<file path="config.mk">
export PLATFORM = sky130hd
export DESIGN_NAME = div_sequencer_flat
export DESIGN_NICKNAME = d
export VERILOG_FILES = /design/src/rtl/div_sequencer_pkg.sv /design/src/rtl/div_sequencer_if.sv /design/src/rtl/div_sequencer_step.sv /design/src/rtl/div_sequencer.sv /design/src/flat_wrapper.sv
export SDC_FILE = /design/constraint.sdc
export NUM_CORES = 1
export LEC_CHECK = 0
export ABC_AREA = 1
export BUFFER_PORTS_ARGS = -buffer_cell sky130_fd_sc_hd__buf_2
export CAP_MARGIN = 0
export CORE_ASPECT_RATIO = 0.9
export CORE_MARGIN = 2
export CORE_UTILIZATION = 50
export DETAILED_ROUTE_END_ITERATION = 10
export HOLD_SLACK_MARGIN = 0.08
export PLACE_DENSITY_LB_ADDON = 0.08
export SLEW_MARGIN = 20
export SYNTH_ARGS = -nofsm -noshare
export SYNTH_HDL_FRONTEND = slang
export SYNTH_HIERARCHICAL = 1
export SYNTH_SLANG_ARGS = --single-unit
</file>
<file path="constraint.sdc">
create_clock -name i_clk -period 7.4 [get_ports i_clk]
set_clock_uncertainty 0.05 [all_clocks]
set_input_delay 0.37 -clock i_clk [delete_from_list [all_inputs] [get_ports i_clk]]
set_output_delay 0.37 -clock i_clk [all_outputs]
set_load 0.02 [all_outputs]
</file>
<file path="src/rtl/div_sequencer_pkg.sv">
// Purpose: shared state encodings and default operand width for the divider and its control unit.
// Latency: n/a (declarations only).
// Backpressure: n/a.
package div_sequencer_pkg;

    // Default operand width; the result is twice this and the iteration count equals it.
    localparam int DIV_WIDTH = 32;

    // 3-bit encodings. The control unit uses the same values for its wait-state timing.
    typedef enum logic [2:0] {
        S_IDLE = 3'd0,
        S_PREP = 3'd1,
        S_ITER = 3'd2,
        S_FIX  = 3'd3,
        S_DONE = 3'd4
    } state_t;

endpackage

</file>
<file path="src/rtl/div_sequencer_if.sv">
// Purpose: start/operand/result bundle between the control unit (master) and the divider (slave).
// Latency: n/a (wires only).
// Backpressure: none; start is ignored by the slave while busy.
//   start       master->slave  request a divide
//   in_a, in_b  master->slave  dividend / divisor, two's complement
//   busy        slave->master  operation in flight
//   done        slave->master  one-cycle pulse, result valid from this cycle
//   div_by_zero slave->master  divisor was zero, held with result
//   result      slave->master  {remainder, quotient}
interface div_sequencer_if
    import div_sequencer_pkg::*;
#(
    parameter int WIDTH = DIV_WIDTH
);
    logic                 start;
    logic [WIDTH-1:0]     in_a;
    logic [WIDTH-1:0]     in_b;
    logic                 busy;
    logic                 done;
    logic                 div_by_zero;
    logic [2*WIDTH-1:0]   result;

    modport master (
        output start, in_a, in_b,
        input  busy, done, div_by_zero, result
    );

    modport slave (
        input  start, in_a, in_b,
        output busy, done, div_by_zero, result
    );
endinterface

</file>
<file path="src/rtl/div_sequencer_step.sv">
// Purpose: one combinational non-restoring division iteration on unsigned magnitudes.
// Latency: 0 cycles (pure combinational).
// Backpressure: n/a.
//   i_a / o_a  partial remainder, WIDTH+1 bits signed
//   i_q / o_q  dividend bits shifting out, quotient bits shifting in
//   i_m        divisor magnitude
module div_sequencer_step #(
    parameter int WIDTH = 32
) (
    input  logic [WIDTH:0]   i_a,
    input  logic [WIDTH-1:0] i_q,
    input  logic [WIDTH-1:0] i_m,
    output logic [WIDTH:0]   o_a,
    output logic [WIDTH-1:0] o_q
);
    logic [WIDTH:0] w_a_sh;
    logic [WIDTH:0] w_m_ext;
    logic [WIDTH:0] w_a_next;

    // {A,Q} << 1: the top dividend bit moves into A.
    assign w_a_sh  = {i_a[WIDTH-1:0], i_q[WIDTH-1]};
    assign w_m_ext = {1'b0, i_m};

    // Direction is chosen by the sign of A before the shift.
    assign w_a_next = i_a[WIDTH] ? (w_a_sh + w_m_ext) : (w_a_sh - w_m_ext);

    assign o_a = w_a_next;
    assign o_q = {i_q[WIDTH-2:0], ~w_a_next[WIDTH]};
endmodule

</file>
<file path="src/rtl/div_sequencer.sv">
// Purpose: multi-cycle signed divider, one non-restoring step per clock, result {remainder, quotient}.
// Latency: start accepted at edge 0 -> done in cycle WIDTH+3 (cycle 2 for a zero divisor).
// Backpressure: start is ignored while busy (no queuing); accepted again in IDLE or DONE.
//   i_clk  rising-edge clock
//   i_clr  synchronous active-high reset, discards any in-flight divide
//   i_bus  div_sequencer_if slave: start/in_a/in_b in, busy/done/div_by_zero/result out
module div_sequencer
    import div_sequencer_pkg::*;
#(
    parameter int WIDTH = DIV_WIDTH
) (
    input  logic               i_clk,
    input  logic               i_clr,
    div_sequencer_if.slave     i_bus
);
    localparam int CW = $clog2(WIDTH);

    state_t             r_state;
    state_t             w_state_next;
    logic               w_accept;
    logic               w_busy;
    logic               w_done;

    logic [WIDTH-1:0]   r_a_in;      // dividend as captured
    logic [WIDTH-1:0]   r_b_in;      // divisor as captured
    logic               r_neg_a;
    logic               r_neg_b;
    logic [WIDTH:0]     r_acc;       // partial remainder A
    logic [WIDTH-1:0]   r_q;
    logic [WIDTH-1:0]   r_m;
    logic [CW-1:0]      r_cnt;
    logic [2*WIDTH-1:0] r_result;
    logic               r_dbz;

    logic [WIDTH:0]     w_step_a;
    logic [WIDTH-1:0]   w_step_q;
    logic [WIDTH-1:0]   w_rem_mag;
    logic [WIDTH-1:0]   w_quo;
    logic [WIDTH-1:0]   w_rem;

    function automatic logic [WIDTH-1:0] f_neg(input logic [WIDTH-1:0] v);
        return (~v) + WIDTH'(1);
    endfunction

    // |v|; the most negative value maps to 2^(WIDTH-1), which is exact as unsigned.
    function automatic logic [WIDTH-1:0] f_abs(input logic [WIDTH-1:0] v);
        return v[WIDTH-1] ? f_neg(v) : v;
    endfunction

    div_sequencer_step #(.WIDTH(WIDTH)) u_step (
        .i_a (r_acc),
        .i_q (r_q),
        .i_m (r_m),
        .o_a (w_step_a),
        .o_q (w_step_q)
    );

    // Final restore: the remainder magnitude lies in [0, M), so WIDTH bits suffice.
    assign w_rem_mag = r_acc[WIDTH] ? (r_acc[WIDTH-1:0] + r_m) : r_acc[WIDTH-1:0];
    // Truncation toward zero: quotient sign is the XOR of operand signs,
    // remainder takes the dividend's sign.
    assign w_quo = (r_neg_a ^ r_neg_b) ? f_neg(r_q) : r_q;
    assign w_rem = r_neg_a ? f_neg(w_rem_mag) : w_rem_mag;

    always_ff @(posedge i_clk) begin
        if (i_clr) begin
            r_state <= S_IDLE;
        end else begin
            r_state <= w_state_next;
        end
    end

    always_comb begin
        w_state_next = r_state;
        w_accept     = 1'b0;
        w_busy       = 1'b0;
        w_done       = 1'b0;
        case (r_state)
            S_IDLE: begin
                if (i_bus.start) begin
                    w_accept     = 1'b1;
                    w_state_next = S_PREP;
                end
            end
            S_PREP: begin
                w_busy       = 1'b1;
                w_state_next = (r_b_in == '0) ? S_DONE : S_ITER;
            end
            S_ITER: begin
                w_busy = 1'b1;
                if (r_cnt == CW'(WIDTH - 1)) begin
                    w_state_next = S_FIX;
                end
            end
            S_FIX: begin
                w_busy       = 1'b1;
                w_state_next = S_DONE;
            end
            S_DONE: begin
                w_done = 1'b1;
                if (i_bus.start) begin
                    w_accept     = 1'b1;
                    w_state_next = S_PREP;
                end else begin
                    w_state_next = S_IDLE;
                end
            end
            default: w_state_next = S_IDLE;
        endcase
    end

    always_ff @(posedge i_clk) begin
        if (i_clr) begin
            r_a_in   <= '0;
            r_b_in   <= '0;
            r_neg_a  <= 1'b0;
            r_neg_b  <= 1'b0;
            r_acc    <= '0;
            r_q      <= '0;
            r_m      <= '0;
            r_cnt    <= '0;
            r_result <= '0;
            r_dbz    <= 1'b0;
        end else begin
            if (w_accept) begin
                r_a_in  <= i_bus.in_a;
                r_b_in  <= i_bus.in_b;
                r_neg_a <= i_bus.in_a[WIDTH-1];
                r_neg_b <= i_bus.in_b[WIDTH-1];
                r_dbz   <= 1'b0;
            end
            case (r_state)
                S_PREP: begin
                    r_acc <= '0;
                    r_q   <= f_abs(r_a_in);
                    r_m   <= f_abs(r_b_in);
                    r_cnt <= '0;
                    if (r_b_in == '0) begin
                        r_result <= {r_a_in, {WIDTH{1'b1}}};
                        r_dbz    <= 1'b1;
                    end
                end
                S_ITER: begin
                    r_acc <= w_step_a;
                    r_q   <= w_step_q;
                    r_cnt <= r_cnt + CW'(1);
                end
                S_FIX: begin
                    r_result <= {w_rem, w_quo};
                end
                default: ;
            endcase
        end
    end

    assign i_bus.busy        = w_busy;
    assign i_bus.done        = w_done;
    assign i_bus.div_by_zero = r_dbz;
    assign i_bus.result      = r_result;
endmodule

</file>
<file path="src/flat_wrapper.sv">
// flat-port wrapper written by rule: the top's interface ports become plain ports
module div_sequencer_flat import div_sequencer_pkg::*;
#(
    parameter int WIDTH = DIV_WIDTH
)
  (i_clk, i_clr, i_bus_start, i_bus_in_a, i_bus_in_b, i_bus_busy, i_bus_done, i_bus_div_by_zero, i_bus_result);
  div_sequencer_if #(.WIDTH(WIDTH)) i_bus_i ();
  input  logic i_clk;
  input  logic i_clr;
  input wire logic [$bits(i_bus_i.start)-1:0] i_bus_start;
  input wire logic [$bits(i_bus_i.in_a)-1:0] i_bus_in_a;
  input wire logic [$bits(i_bus_i.in_b)-1:0] i_bus_in_b;
  output wire logic [$bits(i_bus_i.busy)-1:0] i_bus_busy;
  output wire logic [$bits(i_bus_i.done)-1:0] i_bus_done;
  output wire logic [$bits(i_bus_i.div_by_zero)-1:0] i_bus_div_by_zero;
  output wire logic [$bits(i_bus_i.result)-1:0] i_bus_result;
  assign i_bus_i.start = i_bus_start;
  assign i_bus_i.in_a = i_bus_in_a;
  assign i_bus_i.in_b = i_bus_in_b;
  assign i_bus_busy = i_bus_i.busy;
  assign i_bus_done = i_bus_i.done;
  assign i_bus_div_by_zero = i_bus_i.div_by_zero;
  assign i_bus_result = i_bus_i.result;
  div_sequencer #(.WIDTH(WIDTH)) u_core (.i_clk(i_clk), .i_clr(i_clr), .i_bus(i_bus_i));
endmodule
</file>
; Word level (Yosys, flattened, before mapping)
; Cells that the tools add are included.
[totals]
inputBits = 67
regBits = 236
out_inout_bits = 67
elab_cells = 64
[op_classes]
addsub = 8
bitwise_logic = 6
n_eq_ne = 8
muxes = 23
n_reduce_logical = 8
[op_table]
columns = operator, n
row1 = 2-to-1 mux 32 bit, 5
row2 = adder 32 x 1 -> 32 bit (second input constant), 4
row3 = NOT 32 bit, 4
row4 = case mux 64 bit (2 select lines), 1
row5 = case mux 33 bit (2 select lines), 1
row6 = 2-to-1 mux 64 bit, 1
row7 = case mux 32 bit (2 select lines), 1
row8 = adder 33 x 32 -> 33 bit, 1
row9 = 2-to-1 mux 33 bit, 1
row10 = subtractor 33 x 32 -> 33 bit, 1
row11 = adder 32 bit, 1
row12 = logical NOT 32 bit, 1
row13 = case mux 3 bit (5 select lines), 1
row14 = case mux 5 bit (2 select lines), 1
row15 = 2-to-1 mux 3 bit, 3
row16 = 2-to-1 mux 1 bit, 8
row17 = equality test 3 x 2 -> 1 bit (second input constant), 2
row18 = adder 5 x 1 -> 5 bit (second input constant), 1
row19 = equality test 5 bit (second input constant), 1
row20 = != test 2 x 1 -> 1 bit (second input constant), 2
row21 = AND reduction 2 bit, 2
row22 = nonzero test 2 bit, 2
row23 = equality test 3 x 1 -> 1 bit (second input constant), 1
row24 = equality test 3 bit (second input constant), 1
row25 = 6 further kinds, 6

; Longest topological paths before layout
; Gate-level depths: netlist (run 1).
[logic_depth]
depth_word = 6
mapped_depth = 24
mapped_depth_nobuf = 24

; By module
; Netlist (run 1), hierarchy kept.
[modules_own_cells]
columns = mod, seq_area_each_um2, cells_each, area_per_inst_um2, n_inst
row1 = div_sequencer, 4684.5, 2326, 14572.7, 1
row2 = div_sequencer_step, 0.0, 731, 3633.5, 1

; Least setup slack after synthesis (run 1)
; OpenSTA, ideal clock, no wires.
[synth_timing]
path_type = register -> register
startpoint = register u_core.r_m[1]
endpoint = register u_core.r_q[0]
t_required_ns = 7.222
period_less_slack_ns = 2.832
t_arrival_ns = 2.654
stages_incl_launch_ff = 22
setup_time_ns = 0.128
path_buffers = 0
setup_slack_ns = 4.568
path_cell_list = dfxtp_1 -> inv_1 -> ha_1 -> nand3_2 -> nor2_2 -> nand4_1 -> nand2_1 -> o21ai_0 -> xor2_1 -> ha_1 -> nand2_1 -> inv_1 -> nand2_1 -> nand2_1 -> nand2_1 -> nand3_1 -> a21oi_1 -> nand2_1 -> nand2_1 -> nand2_1 -> a221oi_1 -> nor2_1
[synth_via]
elab_chain_len = 4
word_cells_on_any_way = 5
classes_between = 2 x add/sub / 2 x mux / 1 x bitwise
[synth_rtl]
columns = item, line
row1 = from (decl), div_sequencer.sv:30  ; logic [WIDTH-1:0] r_m;
row2 = from (signal assigned), div_sequencer.sv:136  ; r_m <= f_abs(r_b_in);
row3 = subtractor 33 x 32 -> 33 bit or adder 33 x 32 -> 33 bit (tied branches), div_sequencer_step.sv:25  ; assign w_a_next = i_a[WIDTH] ? (w_a_sh + w_m_ext) : (w_a_sh - w_m_ext);
row4 = 2-to-1 mux 33 bit (*), div_sequencer_step.sv:25
row5 = NOT 1 bit (*), div_sequencer_step.sv:28  ; assign o_q = {i_q[WIDTH-2:0], ~w_a_next[WIDTH]};
row6 = via u_core.w_step_q[0], div_sequencer.sv:36  ; logic [WIDTH-1:0] w_step_q;
row7 = case mux 32 bit (2 select lines) (*), div_sequencer.sv:132  ; case (r_state)
row8 = to (signal assigned), div_sequencer.sv:135  ; r_q <= f_abs(r_a_in);
row9 = to (signal assigned), div_sequencer.sv:145  ; r_q <= w_step_q;
row10 = to (decl), div_sequencer.sv:29  ; logic [WIDTH-1:0] r_q;
; Mark *: on every way through the listed nets, which the timed path passes. The rest lies on a longest branch.
; A chain may end at the register's enable or synchronous reset.

; Final worst setup path (run 1)
[layout_timing]
startpoint = register u_core.r_acc[32]
endpoint = register u_core.r_q[0]
[layout_via]
elab_chain_len = 3
[layout_rtl]
columns = item, line
row1 = from (decl), div_sequencer.sv:28  ; logic [WIDTH:0] r_acc;
row2 = from (signal assigned), div_sequencer.sv:144  ; r_acc <= w_step_a;
row3 = 2-to-1 mux 33 bit, div_sequencer_step.sv:25
row4 = NOT 1 bit, div_sequencer_step.sv:28
row5 = via u_core.w_step_q[0], div_sequencer.sv:36
row6 = case mux 32 bit (2 select lines), div_sequencer.sv:132
; The timed path passes the listed nets, and every way through them passes these cells.

==> flow_metrics.tcl, run 1 <==
set metrics [dict create \
    end_kind "register" \
    p_leak_nw 10.47 \
    gr-usage-all-layers_pct 30.66 \
    rsz0062_at_grt "no" \
    avgViaCountPerCell 5.439 \
    switching_share_pct 50.96 \
    p_per_area_nw_per_um2 354.8 \
    die_area_um2 37960 \
    dieHeight_um 185.0 \
    dp_hpwl_mm 44.98 \
    crit_type "register to register" \
    final_nets 3297 \
    p_seq_share_pct 24.3 \
    drtIter0Drc 1907 \
    synth_edf_count 0 \
    vias 19870 \
    hold_violations 0 \
    postCtsHoldBufs 64 \
    rows 66 \
    drc 0 \
    grt_max_degree 126 \
    setup_tns_ns 0 \
    die_w_um 205.1 \
    slowest_delay_ns 0.73 \
    period_minus_slack_ns 3.669 \
    wirelength_mm 59.41 \
    hp-class "input pin to register" \
    p_sw_w 0.003691 \
    period_share_pct 49.59 \
    synthCells 3057 \
    cts_tree "yes" \
    seq_area_frac_synth_pct 25.73 \
    fmax_mhz 272.5 \
    crit_top_cell "nand2_1" \
    start_util_pct 50.57 \
    layout-drive-gt1-share_pct 9.380 \
    overflow 0 \
    cp_max_fo 32 \
    cts_resized 0 \
    clk_pin_slew_ns 0.07 \
    finalSetupViolCount 0 \
    ioPinCount 134 \
    avgSynthCellArea_um2 5.956 \
    h-tree-depth 1 \
    clkPwrFrac_pct 18.6 \
    ys_seq_elements 234 \
    ir_drop_v 0.0001978 \
    coreArea_um2 36000 \
    fillCellCount 3716 \
    synth.distinct_cells 56 \
    clock-root-buffer "clkbuf_16" \
    drtPass1Iterations 6 \
    numCtsBuffers 27 \
    p_int_w 0.003551 \
    syn_to_final_growth_pct 12.11 \
    slew_violations 0 \
    first_global_vias 17825 \
    status "finished clean" \
    combPwrFrac_pct 57.0 \
    grt_pass1_wl_mm 92.99 \
    crit_family "compound AO/OA/AOI/OAI gates" \
    timing.hold.ws_ns 0.1396 \
    relSlewSlack_pct 23.65 \
    arrival_ns 4.04 \
    antenna_found_initial 1 \
    ys.flop_type "dfxtp_1" \
    post_cts_buffers 0 \
    tightest_slew_ns 1.145 \
    ant_nets 0 \
    clock-sinks 234 \
    cp_cell_sequence "inv_1 -> o31ai_1 -> nand2_1 -> xor2_1 -> ha_1 -> nand2_1 -> nand2_1 -> a21oi_1 -> nand2_1 -> a21oi_1 -> nand2_1 -> nand2_1 -> nand2_1 -> a221oi_1 -> nor2_1" \
    port_buffers 133 \
    worstPathRequired_ns 7.77 \
    num_antenna_cells 0 \
    wl_per_cell_um 16.26 \
    slowest_stage "inv_1" \
    start_kind "register" \
    clkLatencyLatePin_ns 0.58 \
    clockBufferDepth 3 \
    synth_warnings 6 \
    maxCapViolCount 0 \
    synthArstFlopShare_pct 0 \
    synthesis.nets 3197 \
    gp_congestion 0.9493 \
    worst-path-buf-inv 1 \
    syn_area_um2 18210 \
]
-- layer usage --
| metal | vias up | global-route usage (%) | part of all wire (%) |
|---|---|---|---|
| li1 | 10009 | - | - |
| met4 | 2 | 8.719 | 2.9 |
| met2 | 711 | 46.59 | 41 |
| met5 | - | 0 | 0.022 |
| met3 | 101 | 4.134 | 7.8 |
| met1 | 9047 | 44.99 | 48 |
-- flip-flops by register name (all words and copies together) (netlist names) --
name and count:
u_core/i_bus.result 64, u_core/r_acc 33, u_core/r_cnt 5, u_core/i_bus.div_by_zero 1, u_core/r_b_in 32, u_core/r_state 3, u_core/r_m 32, u_core/r_q 32
u_core/r_a_in 32
-- layout make-up --
| type | instances | area (µm²) | share of cell area [%] |
|---|---|---|---|
| well taps | 476 | 595.6 | 2.918 |
| clock inverters | 10 | 110.1 | 0.5394 |
| repair buffers | 212 | 1419 | 6.952 |
| multi-input cells | 2286 | 11340 | 55.56 |
| inverters | 396 | 1489 | 7.295 |
| flip-flops and latches | 234 | 4687 | 22.96 |
| clock buffers | 39 | 770.7 | 3.776 |
-- power groups by stage --
stage          registers (W)  clock network [W]  logic (W)
2_1_floorplan        0.00168                  0    0.00311
3_3_place_gp         0.00178                  0    0.00395
3_5_place_dp         0.00178                  0    0.00400
4_1_cts              0.00176            0.00138    0.00405
5_1_grt              0.00179            0.00142    0.00465
6_report             0.00176            0.00135    0.00413
-- path summary, 6_finish.rpt --
check                                                    from                       endpoint  slack (ns)  cells past startpoint
worst min-delay path                            i_bus_in_a[7]  u_core/r_a_in[7]$_SDFFE_PP0P_        0.14                      3
worst max register to register  u_core/r_acc[32]$_SDFFE_PP0P_     u_core/r_q[0]$_SDFFE_PP0P_        3.73                     15
worst min register to register   u_core/r_cnt[3]$_SDFFE_PP0P_   u_core/r_cnt[3]$_SDFFE_PP0P_        0.43                      1
worst max-delay path            u_core/r_acc[32]$_SDFFE_PP0P_     u_core/r_q[0]$_SDFFE_PP0P_        3.73                     15
-- synth_stat cells, types with 34 or more instances --
cell type | n | area (µm²)
clkbuf_1 | 78 | 292.8
nor2_1 | 348 | 1306
nor3_1 | 38 | 190.2
buf_4 | 34 | 255.2
nand3_1 | 180 | 900.9
dfxtp_1 | 234 | 4684
inv_1 | 379 | 1423
o21ai_0 | 231 | 1156
a21oi_1 | 215 | 1076
xor2_1 | 68 | 595.6
nand2_1 | 891 | 3344
ha_1 | 71 | 888.4
-- through the flow --
| step | area (µm²) | instances | setup slack [ns] | power, W | utilization (%) |
|---|---|---|---|---|---|
| 6_report | 20410 | 3653 | 3.731 | 0.007242 | 56.69 |
| 4_1_cts | 20410 | 3653 | 3.868 | 0.007182 | 56.69 |
| 3_5_place_dp | 18890 | 3540 | 3.859 | 0.005782 | 52.46 |
| 2_1_floorplan | 18210 | 3057 | 4.568 | 0.004788 | - |
| 3_3_place_gp | 18890 | 3540 | 4.002 | 0.005732 | 52.46 |
| 5_1_grt | 20410 | 3653 | 3.352 | 0.007852 | 56.69 |
-- worst min-delay path, stage by stage --
cell and delay, ns:
buf_2 0.08, o21ai_0 0.12, a21oi_1 0.14
-- cell usage in the layout, fill, tap and decap left out, drive strengths merged, types with 9 or more instances in the layout --
master	n
a21oi	218
a31oi	9
buf	148
clkbuf	39
dfxtp	234
dlygate4sd3	64
ha	71
inv	398
nand2	910
nand3	192
nand4	19
nor2	363
nor3	47
nor4	11
o211ai	22
o21ai	241
o21bai	11
o221ai	28
or2	23
xnor2	13
xor2	68
-- logic make-up after synthesis --
logic type	after synthesis	share of synthesized area [%]
and+or+nand+nor	1578	36.44
DFF	234	25.73
xor gates and xnor gates	81	3.897
buffers and inverters	537	12.03
adders and majority gates	73	5.099
AOI/OAI and AO/OA	554	16.80
Power figures use the tool's default switching activity.
==> run 2: changes to the inputs <==
clock period = 3.8 ns   (was 7.4 ns; I/O delays follow)
==> run 2 against run 1 <==
Effect of this change:
- combinational power up 100%
- sequential power up 91%
- final cell count up 0.57%
- wire length up 3.2%
- hold slack better by 0.12 ns
- critical path depth up 3
- maximum frequency up 7.5%
- setup slack worse by 3.3 ns
- register-to-register slack worse by 3.3 ns
- cell area up 1.1%
- sequential share of layout area down 0.25 points
- flip-flop and latch count unchanged
==> flow_metrics.tcl, run 2 (synthesis gave the netlist of run 1 again) <==
set metrics [dict create \
    dieHeight_um 185.0 \
    combPwrFrac_pct 57.9 \
    fmax_mhz 292.9 \
    ioPinCount 134 \
    port_buffers 133 \
    mostFrequentLayoutCell "nand2_1" \
    p_seq_share_pct 23.6 \
    p_leak_nw 10.61 \
    final_nets 3320 \
    hold_path_depth 4 \
    vias 19953 \
    layout-drive-gt1-share_pct 9.944 \
    cp_max_fo 5 \
    h-tree-depth 1 \
    p_per_area_nw_per_um2 691.9 \
    finalSetupViolCount 0 \
    drtPass1Iterations 5 \
    timing.hold.ws_ns 0.2570 \
    clockBufferDepth 3 \
    fillCellCount 3725 \
    numCtsBuffers 28 \
    maxCapViolCount 0 \
    status "finished clean" \
    avgViaCountPerCell 5.431 \
    clk_pin_slew_ns 0.06 \
    cts_tree "yes" \
    largest_reg_flops 64 \
    dp.cells 3561 \
    drc 0 \
    clkLatencyLatePin_ns 0.58 \
    setup_tns_ns 0 \
    crit_type "register to register" \
    reg2regPathDepth 18 \
    final_cell_count_no_fill 3674 \
    clkPwrFrac_pct 18.6 \
    wirelength_mm 61.31 \
    rsz0062_at_grt "no" \
    syn_to_final_growth_pct 13.36 \
    clock-sinks 234 \
    p_int_w 0.007032 \
    start_util_pct 50.57 \
    ir_drop_v 0.0004304 \
    worstPathRequired_ns 4.18 \
    wl_per_cell_um 16.69 \
    fin_util_pct 57.32 \
    mostFrequentLayoutCells "nand2_1, inv_1, nor2_1" \
    grt_max_degree 118 \
    first_global_vias 17770 \
    tightest_slew_ns 1.098 \
    grt_pass1_wl_mm 96.21 \
    ant_nets 0 \
    die_area_um2 37960 \
    drtIter0Drc 1892 \
    gr-usage-all-layers_pct 32.04 \
    start_kind "register" \
    period_minus_slack_ns 3.414 \
    hp-class "input pin to register" \
    slew_violations 0 \
    power_w 0.01428 \
    relSlewSlack_pct 26.82 \
    rows 66 \
    period_share_pct 89.84 \
    reg2reg_from "u_core/r_m[12]$_SDFFE_PP0N_" \
    arrival_ns 3.80 \
    hp-start "i_clr" \
    num_antenna_cells 0 \
    coreArea_um2 36000 \
    end_kind "register" \
    gp_congestion 0.9902 \
    antenna_found_initial 1 \
    p_sw_w 0.007249 \
    switching_share_pct 50.76 \
    dp_hpwl_mm 46.86 \
    crit_start "u_core/r_m[12]$_SDFFE_PP0N_" \
    die_w_um 205.1 \
    overflow 0 \
    hold_violations 0 \
    clock-root-buffer "clkbuf_16" \
]
==> run 2: changes by cell type in the layout (fill, tap and decap cells not counted), sizes merged <==
cell and change:
buf +21, inv -3, clkbuf +2, clkinv +2, clkinvlp -2, dlygate4sd3 +1
==> run 2: power groups by stage <==
stage	Combinational, W	Sequential [W]	Clock, W
CTS	0.00811	0.00336	0.00270
global route	0.00933	0.00342	0.00279
finish	0.00826	0.00337	0.00265
detailed placement	0.00801	0.00341	0
floorplan	0.00606	0.00327	0
global placement	0.00794	0.00340	0
==> run 2: worst max-delay path, stage by stage, from the launching register on <==
cell and delay (ns):
dfxtp_1 0.39, nor2_1 0.20, nand3_1 0.12, nor2_1 0.22, nand3_1 0.16, nand2_2 0.14, nand2_1 0.08, xor2_1 0.27
ha_1 0.35, nand2_1 0.08, nand2_1 0.08, a21oi_1 0.20, nand2_1 0.11, a21oi_1 0.23, nand2_1 0.10, nand2_1 0.07
nand2_1 0.09, a221oi_1 0.25, nor2_1 0.06
==> run 2: cell type report <==
cell class	instances	area, µm²	area share (%)
multi-input cells	2286	11340	54.97
inverters	396	1489	7.214
flip-flops and latches	234	4687	22.71
well taps	476	595.6	2.886
repair buffers	234	1624	7.869
clock inverters	7	88.84	0.4304
clock buffers	41	809.5	3.922
==> run 2: routing by layer <==
| metal | wire, µm | track usage, % |
|---|---|---|
| met5 | 13 | 0 |
| met4 | 1275 | 6.734 |
| met1 | 29620 | 47.55 |
| met2 | 25610 | 48.99 |
| met3 | 4786 | 4.539 |
==> run 2: what timing repair did <==
action	CTS	global route
resized for setup	0	1
buffers inserted	0	0
hold buffers	65	0
setup endpoints to repair	0	1
hold endpoints to repair	65	0
==> run 2: path summary, 6_finish.rpt <==
check / end / slack [ns]
setup / recovery: u_core/r_q[0]$_SDFFE_PP0P_ / 0.39
hold / removal: u_core/r_b_in[26]$_SDFFE_PP0P_ / 0.26
setup reg to reg: u_core/r_q[0]$_SDFFE_PP0P_ / 0.39
hold reg to reg: u_core/i_bus.div_by_zero$_SDFF_PP0_ / 0.42
==> run 2: stage by stage <==
stage / setup WS, ns / instance area, µm²
final: 0.3860 / 20640
after global routing: 0.05869 / 20640
after CTS: 0.3910 / 20630
after detailed placement: 0.4049 / 19080
after global placement: 0.4149 / 19080
after floorplan: 0.9683 / 18210
==> run 3: changes to the inputs <==
CORE_UTILIZATION = 35   (was 50)
==> run 3 against run 2 <==
Effect of this change:
- hold slack worse by 0.033 ns
- via count fell by 0.96%
- non-clock buffer count is 13 higher
- final cell count rose by 6.2%
- setup slack got worse by 0.046 ns
==> flow_metrics.tcl, run 3 (synthesis gave the netlist of run 1 again) <==
set metrics [dict create \
    mostFrequentLayoutCell "nand2_1" \
    reg2reg_from "u_core/r_m[1]$_SDFFE_PP0N_" \
    period_share_pct 91.05 \
    syn_to_final_growth_pct 15.94 \
    cts_tree "yes" \
    power_w 0.01486 \
    dieHeight_um 220.4 \
    reg2reg_slack_ns 0.34 \
    post_cts_buffers 0 \
    grt_max_degree 99 \
    clkPwrFrac_pct 20.1 \
    multiInputGateArea_um2 11340 \
    end_kind "register" \
    regArea_um2 4687 \
    die_w_um 244.4 \
    start_util_pct 35.35 \
    rsz0062_at_grt "no" \
    overflow 0 \
    clkLatencyLatePin_ns 0.61 \
    relSlewSlack_pct 33.19 \
    clock-sinks 234 \
    fmax_mhz 289.0 \
    wl_per_cell_um 17.60 \
    tightest_slew_ns 1.002 \
    ant_nets 0 \
    hp-class "input pin to register" \
    vias 19761 \
    antenna_found_initial 1 \
    num_antenna_cells 0 \
    worstPathRequired_ns 4.20 \
    switching_share_pct 50.80 \
    r2r_end "u_core/r_q[0]$_SDFFE_PP0P_" \
    period_minus_slack_ns 3.460 \
    drtIter0Drc 1718 \
    drtPass1Iterations 5 \
    maxCapViolCount 0 \
    port_buffers 133 \
    grt_pass1_wl_mm 105.0 \
    rows 79 \
    drc 0 \
    ioPinCount 134 \
    p_per_area_nw_per_um2 704.2 \
    largest_reg_flops 64 \
    ir_drop_v 0.0004158 \
    cp_max_fo 5 \
    slew_violations 0 \
    final_nets 3334 \
    dp_hpwl_mm 53.90 \
    crit_end "u_core/r_q[0]$_SDFFE_PP0P_" \
    h-tree-depth 1 \
    setup_tns_ns 0 \
    p_int_w 0.007314 \
    finalSetupViolCount 0 \
    gp_congestion 0.9105 \
    fillCellCount 5687 \
    p_seq_share_pct 22.6 \
    design_area_um2 21110 \
    p_leak_nw 10.73 \
    crit_type "register to register" \
    placed_cell_area_um2 19450 \
    first_global_vias 18267 \
    clock-root-buffer "clkbuf_16" \
    hold_path_depth 4 \
    avgViaCountPerCell 5.063 \
    reg2regPathDepth 20 \
    wirelength_mm 68.70 \
    start_kind "register" \
    crit_start "u_core/r_m[1]$_SDFFE_PP0N_" \
    coreArea_um2 51500 \
    die_area_um2 53860 \
    gr-usage-all-layers_pct 25.06 \
    p_sw_w 0.007551 \
    numCtsBuffers 29 \
    arrival_ns 3.86 \
    mostFrequentLayoutCells "nand2_1, inv_1, nor2_1" \
    hold_violations 0 \
    combPwrFrac_pct 57.3 \
    clk_pin_slew_ns 0.06 \
    layout-drive-gt1-share_pct 10.48 \
    clockBufferDepth 3 \
    status "finished clean" \
]
## run 3: how the worst min path moves through the flow
stage                   start                              to  slack, ns
6_report                i_clr  u_core/r_b_in[26]$_SDFFE_PP0P_       0.22
5_1_grt                 i_clr  u_core/r_b_in[23]$_SDFFE_PP0P_       0.29
4_1_cts                 i_clr   u_core/r_a_in[4]$_SDFFE_PP0P_       0.23
3_5_place_dp   i_bus_in_b[17]  u_core/r_b_in[17]$_SDFFE_PP0P_       0.40
3_3_place_gp   i_bus_in_b[17]  u_core/r_b_in[17]$_SDFFE_PP0P_       0.39
2_1_floorplan     i_bus_start  u_core/r_state[0]$_SDFFE_PP0P_       0.30
## run 3: metrics by stage
step	util (%)	hold WS [ns]	instances	setup slack, ns
after CTS	40.98	0.2261	3903	0.3250
final	40.99	0.2238	3903	0.3403
after detailed placement	37.76	0.3957	3786	0.3454
after floorplan	-	0.3030	3057	0.9683
after global routing	40.99	0.2935	3903	0.05914
after global placement	37.76	0.3906	3786	0.3519
## run 3: layout make-up
cell class	instances	area share (%)
Sequential cell	234	22.20
Inverter	396	7.054
Timing Repair Buffer	247	8.156
Multi-Input combinational cell	2286	53.74
Clock buffer	44	4.131
Clock inverter	8	0.6402
Tap cell	688	4.078
## run 3: what timing repair did
action | 4_1_cts | 5_1_grt
resized for setup | 0 | 1
endpoints found under the setup margin | 0 | 1
hold buffers | 65 | 0
endpoints found under the hold margin | 65 | 0
## run 3: critical path: stages, from the launching register on
cell	delay, ns
dfxtp_1	0.35
inv_1	0.10
ha_1	0.22
nand3_2	0.11
nor2_2	0.20
buf_4	0.16
nand3_2	0.07
o21ai_2	0.24
nand3_1	0.10
nand2_1	0.08
nand2_1	0.07
ha_1	0.36
nand2_1	0.10
nor3_1	0.29
nand2_1	0.13
nor2_1	0.12
nand2_1	0.10
nand3_1	0.09
nand2_1	0.05
a221oi_1	0.24
nor2_1	0.06
## run 3: power groups by stage
stage	combinational (W)	sequential, W	clock, W
6_report	0.00852	0.00336	0.00299
5_1_grt	0.00961	0.00341	0.00315
4_1_cts	0.00843	0.00336	0.00306
3_5_place_dp	0.00834	0.00341	0
3_3_place_gp	0.00832	0.00340	0
2_1_floorplan	0.00606	0.00327	0
## run 3: layer usage
layer	GRT usage, %	part of all wire (%)	routed length (µm)	up-vias
met5	0	0	0	-
met4	3.720	1.4	963	0
met3	2.850	5.9	4019	55
met2	39.78	43	29380	545
met1	37.04	50	34330	9076
li1	-	-	-	10085
